<file path="config.mk">
export PLATFORM = sky130hd
export DESIGN_NAME = core_ctrl
export DESIGN_NICKNAME = d
export VERILOG_FILES = /design/src/rtl/core_ctrl.sv
export SDC_FILE = /design/constraint.sdc
export NUM_CORES = 1
export LEC_CHECK = 0
export ABC_AREA = 1
export BUFFER_PORTS_ARGS = -buffer_cell sky130_fd_sc_hd__buf_4
export CORE_MARGIN = 4
export CORE_UTILIZATION = 42
export CTS_CLUSTER_SIZE = 16
export DETAILED_ROUTE_END_ITERATION = 10
export MAX_ROUTING_LAYER = met4
export PLACE_DENSITY_LB_ADDON = 0.05
export SKIP_LAST_GASP = 1
export SYNTH_ARGS = -nofsm -noshare
export SYNTH_HDL_FRONTEND = slang
export SYNTH_SLANG_ARGS = --single-unit
</file>
<file path="constraint.sdc">
create_clock -name clk -period 1.9 [get_ports clk]
set_clock_uncertainty 0.1 [all_clocks]
set_input_delay 0.095 -clock clk [delete_from_list [all_inputs] [get_ports clk]]
set_output_delay 0.095 -clock clk [all_outputs]
set_load 0.01 [all_outputs]
</file>
<file path="src/rtl/core_ctrl.sv">
// Multi-cycle control FSM for a simple RV32 core: fetch/decode/exec/mem/wb sequencing,
// PC and retired-instruction bookkeeping, and a sticky trap state.
module core_ctrl #(
  parameter logic [31:0] RESET_PC = 32'h0000_0000
) (
  input  logic        clk,
  input  logic        rst_n,
  output logic        imem_req,
  output logic [31:0] pc,
  input  logic        imem_valid,
  input  logic [31:0] imem_rdata,
  output logic [31:0] instr_q,
  output logic        dmem_req,
  output logic        dmem_we,
  input  logic        dmem_ready,
  output logic        rf_we,
  input  logic        branch_taken,
  input  logic [31:0] target_pc,
  output logic [2:0]  state_o,
  output logic        halted,
  output logic        illegal,
  output logic [31:0] instret
);

  typedef enum logic [2:0] {
    S_FETCH  = 3'd0,
    S_DECODE = 3'd1,
    S_EXEC   = 3'd2,
    S_MEM    = 3'd3,
    S_WB     = 3'd4,
    S_TRAP   = 3'd5
  } state_t;

  typedef enum logic [3:0] {
    C_R, C_I, C_LOAD, C_STORE, C_BRANCH, C_JAL, C_LUI, C_SYS, C_ILL
  } cls_t;

  state_t      state_q, state_d;
  logic [31:0] pc_q, pc_d;
  logic [31:0] instr_d;
  logic [31:0] instret_q, instret_d;
  logic        illegal_q, illegal_d;
  logic        imem_req_q, imem_req_d;
  logic        dmem_req_q, dmem_req_d;
  logic        dmem_we_q, dmem_we_d;
  logic        rf_we_q, rf_we_d;
  logic        halted_q, halted_d;
  logic        commit;
  cls_t        cls;

  // instr_q is stable from DECODE until commit, so the class is decoded from it directly.
  always_comb begin
    cls = C_ILL;
    case (instr_q[6:0])
      7'b0110011: cls = C_R;
      7'b0010011: cls = C_I;
      7'b0000011: cls = C_LOAD;
      7'b0100011: cls = C_STORE;
      7'b1100011: cls = C_BRANCH;
      7'b1101111: cls = C_JAL;
      7'b0110111: cls = C_LUI;
      7'b1110011: cls = C_SYS;
      default:    cls = C_ILL;
    endcase
  end

  always_comb begin
    state_d   = state_q;
    instr_d   = instr_q;
    illegal_d = illegal_q;
    commit    = 1'b0;
    case (state_q)
      S_FETCH: begin
        if (imem_valid) begin
          instr_d = imem_rdata;
          state_d = S_DECODE;
        end
      end
      S_DECODE: begin
        case (cls)
          C_ILL: begin
            state_d   = S_TRAP;
            illegal_d = 1'b1;
          end
          C_SYS:   state_d = S_TRAP;
          default: state_d = S_EXEC;
        endcase
      end
      S_EXEC: begin
        case (cls)
          C_LOAD, C_STORE: state_d = S_MEM;
          C_BRANCH: begin
            commit  = 1'b1;
            state_d = S_FETCH;
          end
          C_ILL, C_SYS: state_d = S_TRAP;
          default: state_d = S_WB;
        endcase
      end
      S_MEM: begin
        if (dmem_ready) begin
          if (cls == C_STORE) begin
            commit  = 1'b1;
            state_d = S_FETCH;
          end else begin
            state_d = S_WB;
          end
        end
      end
      S_WB: begin
        commit  = 1'b1;
        state_d = S_FETCH;
      end
      S_TRAP:  state_d = S_TRAP;
      default: state_d = S_TRAP;
    endcase
  end

  always_comb begin
    pc_d      = pc_q;
    instret_d = instret_q;
    if (commit) begin
      if ((cls == C_JAL) || ((cls == C_BRANCH) && branch_taken)) pc_d = target_pc;
      else pc_d = pc_q + 32'd4;
      instret_d = instret_q + 32'd1;
    end
  end

  // Strobes are registered from the next state so they line up with state_q.
  always_comb begin
    imem_req_d = (state_d == S_FETCH);
    dmem_req_d = (state_d == S_MEM);
    dmem_we_d  = (state_d == S_MEM) && (cls == C_STORE);
    rf_we_d    = (state_d == S_WB);
    halted_d   = (state_d == S_TRAP);
  end

  always_ff @(posedge clk or negedge rst_n) begin
    if (!rst_n) begin
      state_q    <= S_FETCH;
      pc_q       <= RESET_PC;
      instr_q    <= 32'd0;
      instret_q  <= 32'd0;
      illegal_q  <= 1'b0;
      imem_req_q <= 1'b1;
      dmem_req_q <= 1'b0;
      dmem_we_q  <= 1'b0;
      rf_we_q    <= 1'b0;
      halted_q   <= 1'b0;
    end else begin
      state_q    <= state_d;
      pc_q       <= pc_d;
      instr_q    <= instr_d;
      instret_q  <= instret_d;
      illegal_q  <= illegal_d;
      imem_req_q <= imem_req_d;
      dmem_req_q <= dmem_req_d;
      dmem_we_q  <= dmem_we_d;
      rf_we_q    <= rf_we_d;
      halted_q   <= halted_d;
    end
  end

  assign imem_req = imem_req_q;
  assign pc       = pc_q;
  assign dmem_req = dmem_req_q;
  assign dmem_we  = dmem_we_q;
  assign rf_we    = rf_we_q;
  assign state_o  = state_q;
  assign halted   = halted_q;
  assign illegal  = illegal_q;
  assign instret  = instret_q;

endmodule

</file>
After elaboration in Yosys (flattened, before gate mapping)
Cells that the tools add are included.
{"block": "op_classes", "magnitude_cmp": 0, "n_div": 0, "n_bitwise": 0, "addsub": 2, "n_mul": 0, "n_mux": 12, "n_reduce_logical": 9, "n_shift": 0, "eq_ne": 21}
{"cell": "32-bit by 1-bit adder with 32-bit output (second input constant)", "count": 1}
{"cell": "32-bit by 3-bit adder with 32-bit output (second input constant)", "count": 1}
{"cell": "32-bit 2-to-1 mux", "count": 1}
{"cell": "4-bit case mux with 8 select lines", "count": 1}
{"cell": "7-bit by 6-bit equality test with 1-bit output (second input constant)", "count": 3}
{"cell": "7-bit equality test (second input constant)", "count": 3}
{"cell": "3-bit case mux with 5 select lines", "count": 1}
{"cell": "4-bit by 3-bit equality test with 1-bit output (second input constant)", "count": 3}
{"cell": "3-bit 2-to-1 mux", "count": 4}
{"cell": "3-bit by 2-bit equality test with 1-bit output (second input constant)", "count": 3}
{"cell": "3-bit equality test (second input constant)", "count": 3}
{"cell": "3-bit case mux with 3 select lines", "count": 1}
{"cell": "4-bit by 2-bit equality test with 1-bit output (second input constant)", "count": 2}
{"cell": "7-bit by 2-bit equality test with 1-bit output (second input constant)", "count": 1}
{"cell": "7-bit by 5-bit equality test with 1-bit output (second input constant)", "count": 1}
{"cell": "3-bit zero test", "count": 2}
{"cell": "4-bit equality test (second input constant)", "count": 1}
{"cell": "2-bit AND reduction", "count": 2}
{"cell": "2-bit OR reduction", "count": 2}
{"cell": "3-bit by 1-bit equality test with 1-bit output (second input constant)", "count": 1}
{"cell": "1-bit 2-to-1 mux", "count": 3}
{"cell": "1-bit case mux with 3 select lines", "count": 1}
{"cell": "1-bit logical AND", "count": 2}
{"cell": "1-bit logical OR", "count": 1}
{"block": "totals", "rom_bits": 0, "ff_bits": 105, "memories": 0, "input_bits": 69, "out_inout_bits": 105, "mem_bits_rw": 0, "latch_bits": 0, "elab_cells": 54}

Depth between registers and ports, before layout
{"block": "logic_depth", "ltp_word": 8, "ltp_mapped": 11, "ltp_nobuf": 11}

Worst setup path before layout
OpenSTA, ideal clock, no wires.
{"block": "synth_timing", "path_kind": "flip-flop to flip-flop", "start": "register pc_q[2], in the netlist pc[2]", "end": "register pc_q[30], in the netlist pc[30]", "synth_period_minus_slack_ps": 1666, "arrival_time_ps": 1442, "n_path_buf": 0, "stages_incl_launch_ff": 11, "required_ps": 1677, "setup_time_ps": 123, "path_slack_ps": 234, "path_cell_list": "dfrtp_1 -> ha_1 -> nand2_1 -> nor2_2 -> inv_1 -> nor2_1 -> nand2_1 -> nand2_1 -> nand2_1 -> nor2_1 -> o21ai_1"}
{"block": "synth_between", "elab_chain_len": 2}
{"item": "start, declared", "line_no": "39", "source": "logic [31:0] pc_q, pc_d;"}
{"item": "start signal, assigned", "line_no": "152", "source": "pc_q <= pc_d;"}
{"item": "32-bit by 3-bit adder with 32-bit output", "line_no": "124", "source": "else pc_d = pc_q + 32'd4;"}
{"item": "32-bit 2-to-1 mux", "line_no": "123", "source": "if ((cls == C_JAL) || ((cls == C_BRANCH) && branch_taken)) pc_d = target_pc;"}
Every way passes these cells.
A chain may end at the register's enable or synchronous reset.

Worst setup path after layout
{"block": "layout_timing", "start": "register instr_q[1]", "end": "register instret_q[0], in the netlist instret[0]"}
{"block": "layout_between", "elab_chain_len": 6, "word_cells_on_any_way": 15, "classes_between": "eq/ne (10); mux (5)"}
{"item": "start, declared", "line_no": "12", "source": "output logic [31:0] instr_q,"}
{"item": "start signal, assigned", "line_no": "153", "source": "instr_q <= instr_d;"}
{"item": "7-bit equality test (tied with other cells)", "line_no": "54", "source": "case (instr_q[6:0])"}
{"item": "4-bit case mux with 8 select lines *", "line_no": "54"}
{"item": "4-bit by 2-bit equality test with 1-bit output", "line_no": "102", "source": "if (cls == C_STORE) begin"}
{"item": "1-bit 2-to-1 mux", "line_no": "102"}
{"item": "1-bit 2-to-1 mux", "line_no": "101", "source": "if (dmem_ready) begin"}
{"item": "1-bit case mux with 3 select lines *", "line_no": "72", "source": "case (state_q)"}
{"item": "end signal, assigned", "line_no": "154", "source": "instret_q <= instret_d;"}
{"item": "end, declared", "line_no": "41", "source": "logic [31:0] instret_q, instret_d;"}
Mark *: on every way between the ends. The rest lies on a longest branch, timed or not.

==> impl_metrics.ini <==
[finish]
antennaDiodeCount = 0
drive_above_1_share = 0.2589
layout_commonest_cell = nand2_1
final_cells = 1219
final_cell_mix = 280 x nand2_1, 193 x buf_4, 105 x nor2_1, 100 x dfrtp_1, 66 x dlygate4sd3_1
fin_nets = 1109
syn_to_final_growth_pct = 49.85
fin_util = 0.6473
n_fill_cell = 1134
multi_input_area_um2 = 2922
regArea_um2 = 2634

[critical_path]
end_kind = flop
path_class = flop to flop
critPathTopFamily = simple AND/OR/NAND/NOR gates
critPathLaunch = instr_q[1]
path_max_fanout = 7
worst_path_most_repeated_cell = nand2_2
cp_num_buf_inv = 4
crit_required_ns = 2.04
path_cells = nand2_2, inv_2, nand2_4, nor2_4, nand2_2, nand3_4, buf_12, clkbuf_16, buf_4, xor2_1
cpMaxStageDelayCell = dfrtp_1
r2r-start = instr_q[1]
cp_data_arrival_time_ns = 1.99
startpoint_type = flop
max_stage_delay_ns = 0.41

[global_routing]
grt_max_degree = 43
grtUsageTotal = 0.2427
grt_pass1_wl_um = 30270
grtUsageMet2 = 0.3787
antenna_found_initial = 0
grt.overflow.total = 0
use_met1 = 0.3157
grtUsageMet3 = 0.06482
gr-max-usage-layer = met2
grt_pass1_vias = 6129

[yosys]
synth_edf_count = 0
async_flop_share = 1.000
ys_warn_count = 0
ys_seq_elements = 105
yosysSeqAreaShare = 0.4559
synth_area_leaders = dfrtp_1 45%, nand2_1 18%, nor2_1 7.1%, xor2_1 4.1%, inv_1 3.6%
synth_cell_types = 37
syn_nets = 844
syn_inst = 773
synth_top_area_cell = dfrtp_1
synth_area_um2 = 5766
synth_top_area_share = 0.4514
ys.flop_type = dfrtp_1
avgSynthCellArea_um2 = 7.459

[power]
cellPowerDensity_nw_per_um2 = 552.3
p_switching_mw = 1.146
p_sw_frac = 0.2401
cell_internal_pwr_mw = 3.626
p_clk_frac = 0.410
pwr-share-comb = 0.103
p_leak_nw = 4.219
ir_drop_mv = 0.5189
power.total_mw = 4.772
seq_power_share = 0.487

[drt]
ant_nets = 0
drt_iter0_drc = 407
vias_per_cell = 4.981
wire_per_inst_um = 15.40
vias = 6072
firstDrtPassIters = 5
drc_errors = 0
wl_um = 18770

[timing]
hold_viol = 0
timing.setup.tns_ns = 0
fmax_mhz = 540.6
setup_viol = 0
grt_setup_unrepaired = yes
finalCriticalPeriod_ns = 1.850
max-slew-margin-rel = 0.5847
post-route-period-util = 0.9736
drv_slew = 0
fin_hold_ws_ns = 0.1079
tightest_slew_ns = 0.6229

[floorplan]
die_w_um = 125.2
initial_core_util = 0.4319
core_um2 = 13350
die_area_um2 = 15670
io_pins = 174
die_y_um = 125.2
rows = 42

[clocking]
cts.path.max_buffers = 2
clkSinkCount = 105
cts_max_level = 3
cts_tree = built
cts.clk_slew.worst_paths_ns = 0.08
insertion_delay_ns = 0.36
numCtsBuffers = 9
root_buffer = clkbuf_16

[worst_hold_path]
min-delay-start = branch_taken
hold_class = input pin to flop

[placement]
finalWeightedCongestion = 0.9313
io_buffers = 173
dp.cells = 1125
hpwlAfterDp_um = 13190

[flow_run]
max_cap_violations = 0

[outcome]
status = finished clean
-- metrics by stage --
stage          worst slack (ns)  instance area, um2
5_1_grt                -0.04213                8640
6_report                0.05011                8640
3_5_place_dp          -0.005203                7386
3_3_place_gp            0.09180                7386
4_1_cts                 0.03503                8363
2_1_floorplan            0.2345                5766
-- state kept, by name (all words and copies together), names as in the netlist --
signal,cells
dmem_req,1
dmem_we,1
halted,1
illegal,1
imem_req,1
instr_q,32
instret,32
pc,32
rf_we,1
state_o,3
-- tightest hold or removal path, delay by kind of cell --
| kind | cells | cell delay (ns) |
|---|---|---|
| buf+inv | 1 | 0.08 |
| simple gates | 4 | 0.36 |
-- power groups by stage --
stage | clock, mW | sequential, mW | combinational, mW
floorplan | 0 | 2.37 | 0.0954
global placement | 0 | 2.36 | 0.370
detailed placement | 0 | 2.37 | 0.375
CTS | 2.01 | 2.32 | 0.483
global route | 2.12 | 2.33 | 0.539
finish | 1.96 | 2.32 | 0.492
-- layer usage --
metal | part of all wire | up-vias
met2 | 0.46 | 226
met4 | 0.015 | 0
met3 | 0.073 | 25
li1 | - | 2979
met1 | 0.45 | 2842
met5 | 0 | -
-- cell type report --
cell class                 count  share of cell area
clock buffer                  11             0.02810
clock inverter                 5            0.007386
inverter                      62             0.02723
multi-input combinational    590              0.3382
sequential                   105              0.3049
tap                          176             0.02549
timing repair buffer         270              0.2688
-- final timing paths --
kind / end / slack (ns) / cells past startpoint
max in group asynchronous: imem_req / 0.90 / 3
worst max register to register: instret[0] / 0.05 / 10
worst max-delay path: instret[0] / 0.05 / 10
worst min register to register: instr_q[21] / 0.39 / 2
min in group asynchronous: pc[16] / 0.19 / 2
worst min-delay path: pc[0] / 0.11 / 5
-- cells in the mapped netlist, drive strengths merged (5+ instances only) --
master / number
nor2: 116
dfrtp: 104
nand2: 289
nor3: 20
buf: 12
nand4: 12
nand3: 40
xor2: 27
o22ai: 14
nand3b: 6
xnor2: 17
clkbuf: 5
inv: 62
o21ai: 18
a21oi: 13
-- timing repair --
action                                  CTS  global route
pin swaps                                 0             5
gates resized for setup                   2            32
endpoints found under the setup margin    2            39
gates cloned                              0             3
hold endpoints to repair                103             0
buffers inserted                          0             9
hold buffers                             66             0
-- logic make-up after synthesis --
kind of cell | count (synthesis) | synth area share
flip-flops | 105 | 0.4559
buffers and inverters | 79 | 0.05968
AO/OA/AOI/OAI | 54 | 0.05338
XOR/XNOR | 44 | 0.06684
adder cells (fa/ha/maj) | 2 | 0.004340
AND/OR/NAND/NOR | 489 | 0.3598
Power figures use the tool's default switching activity.
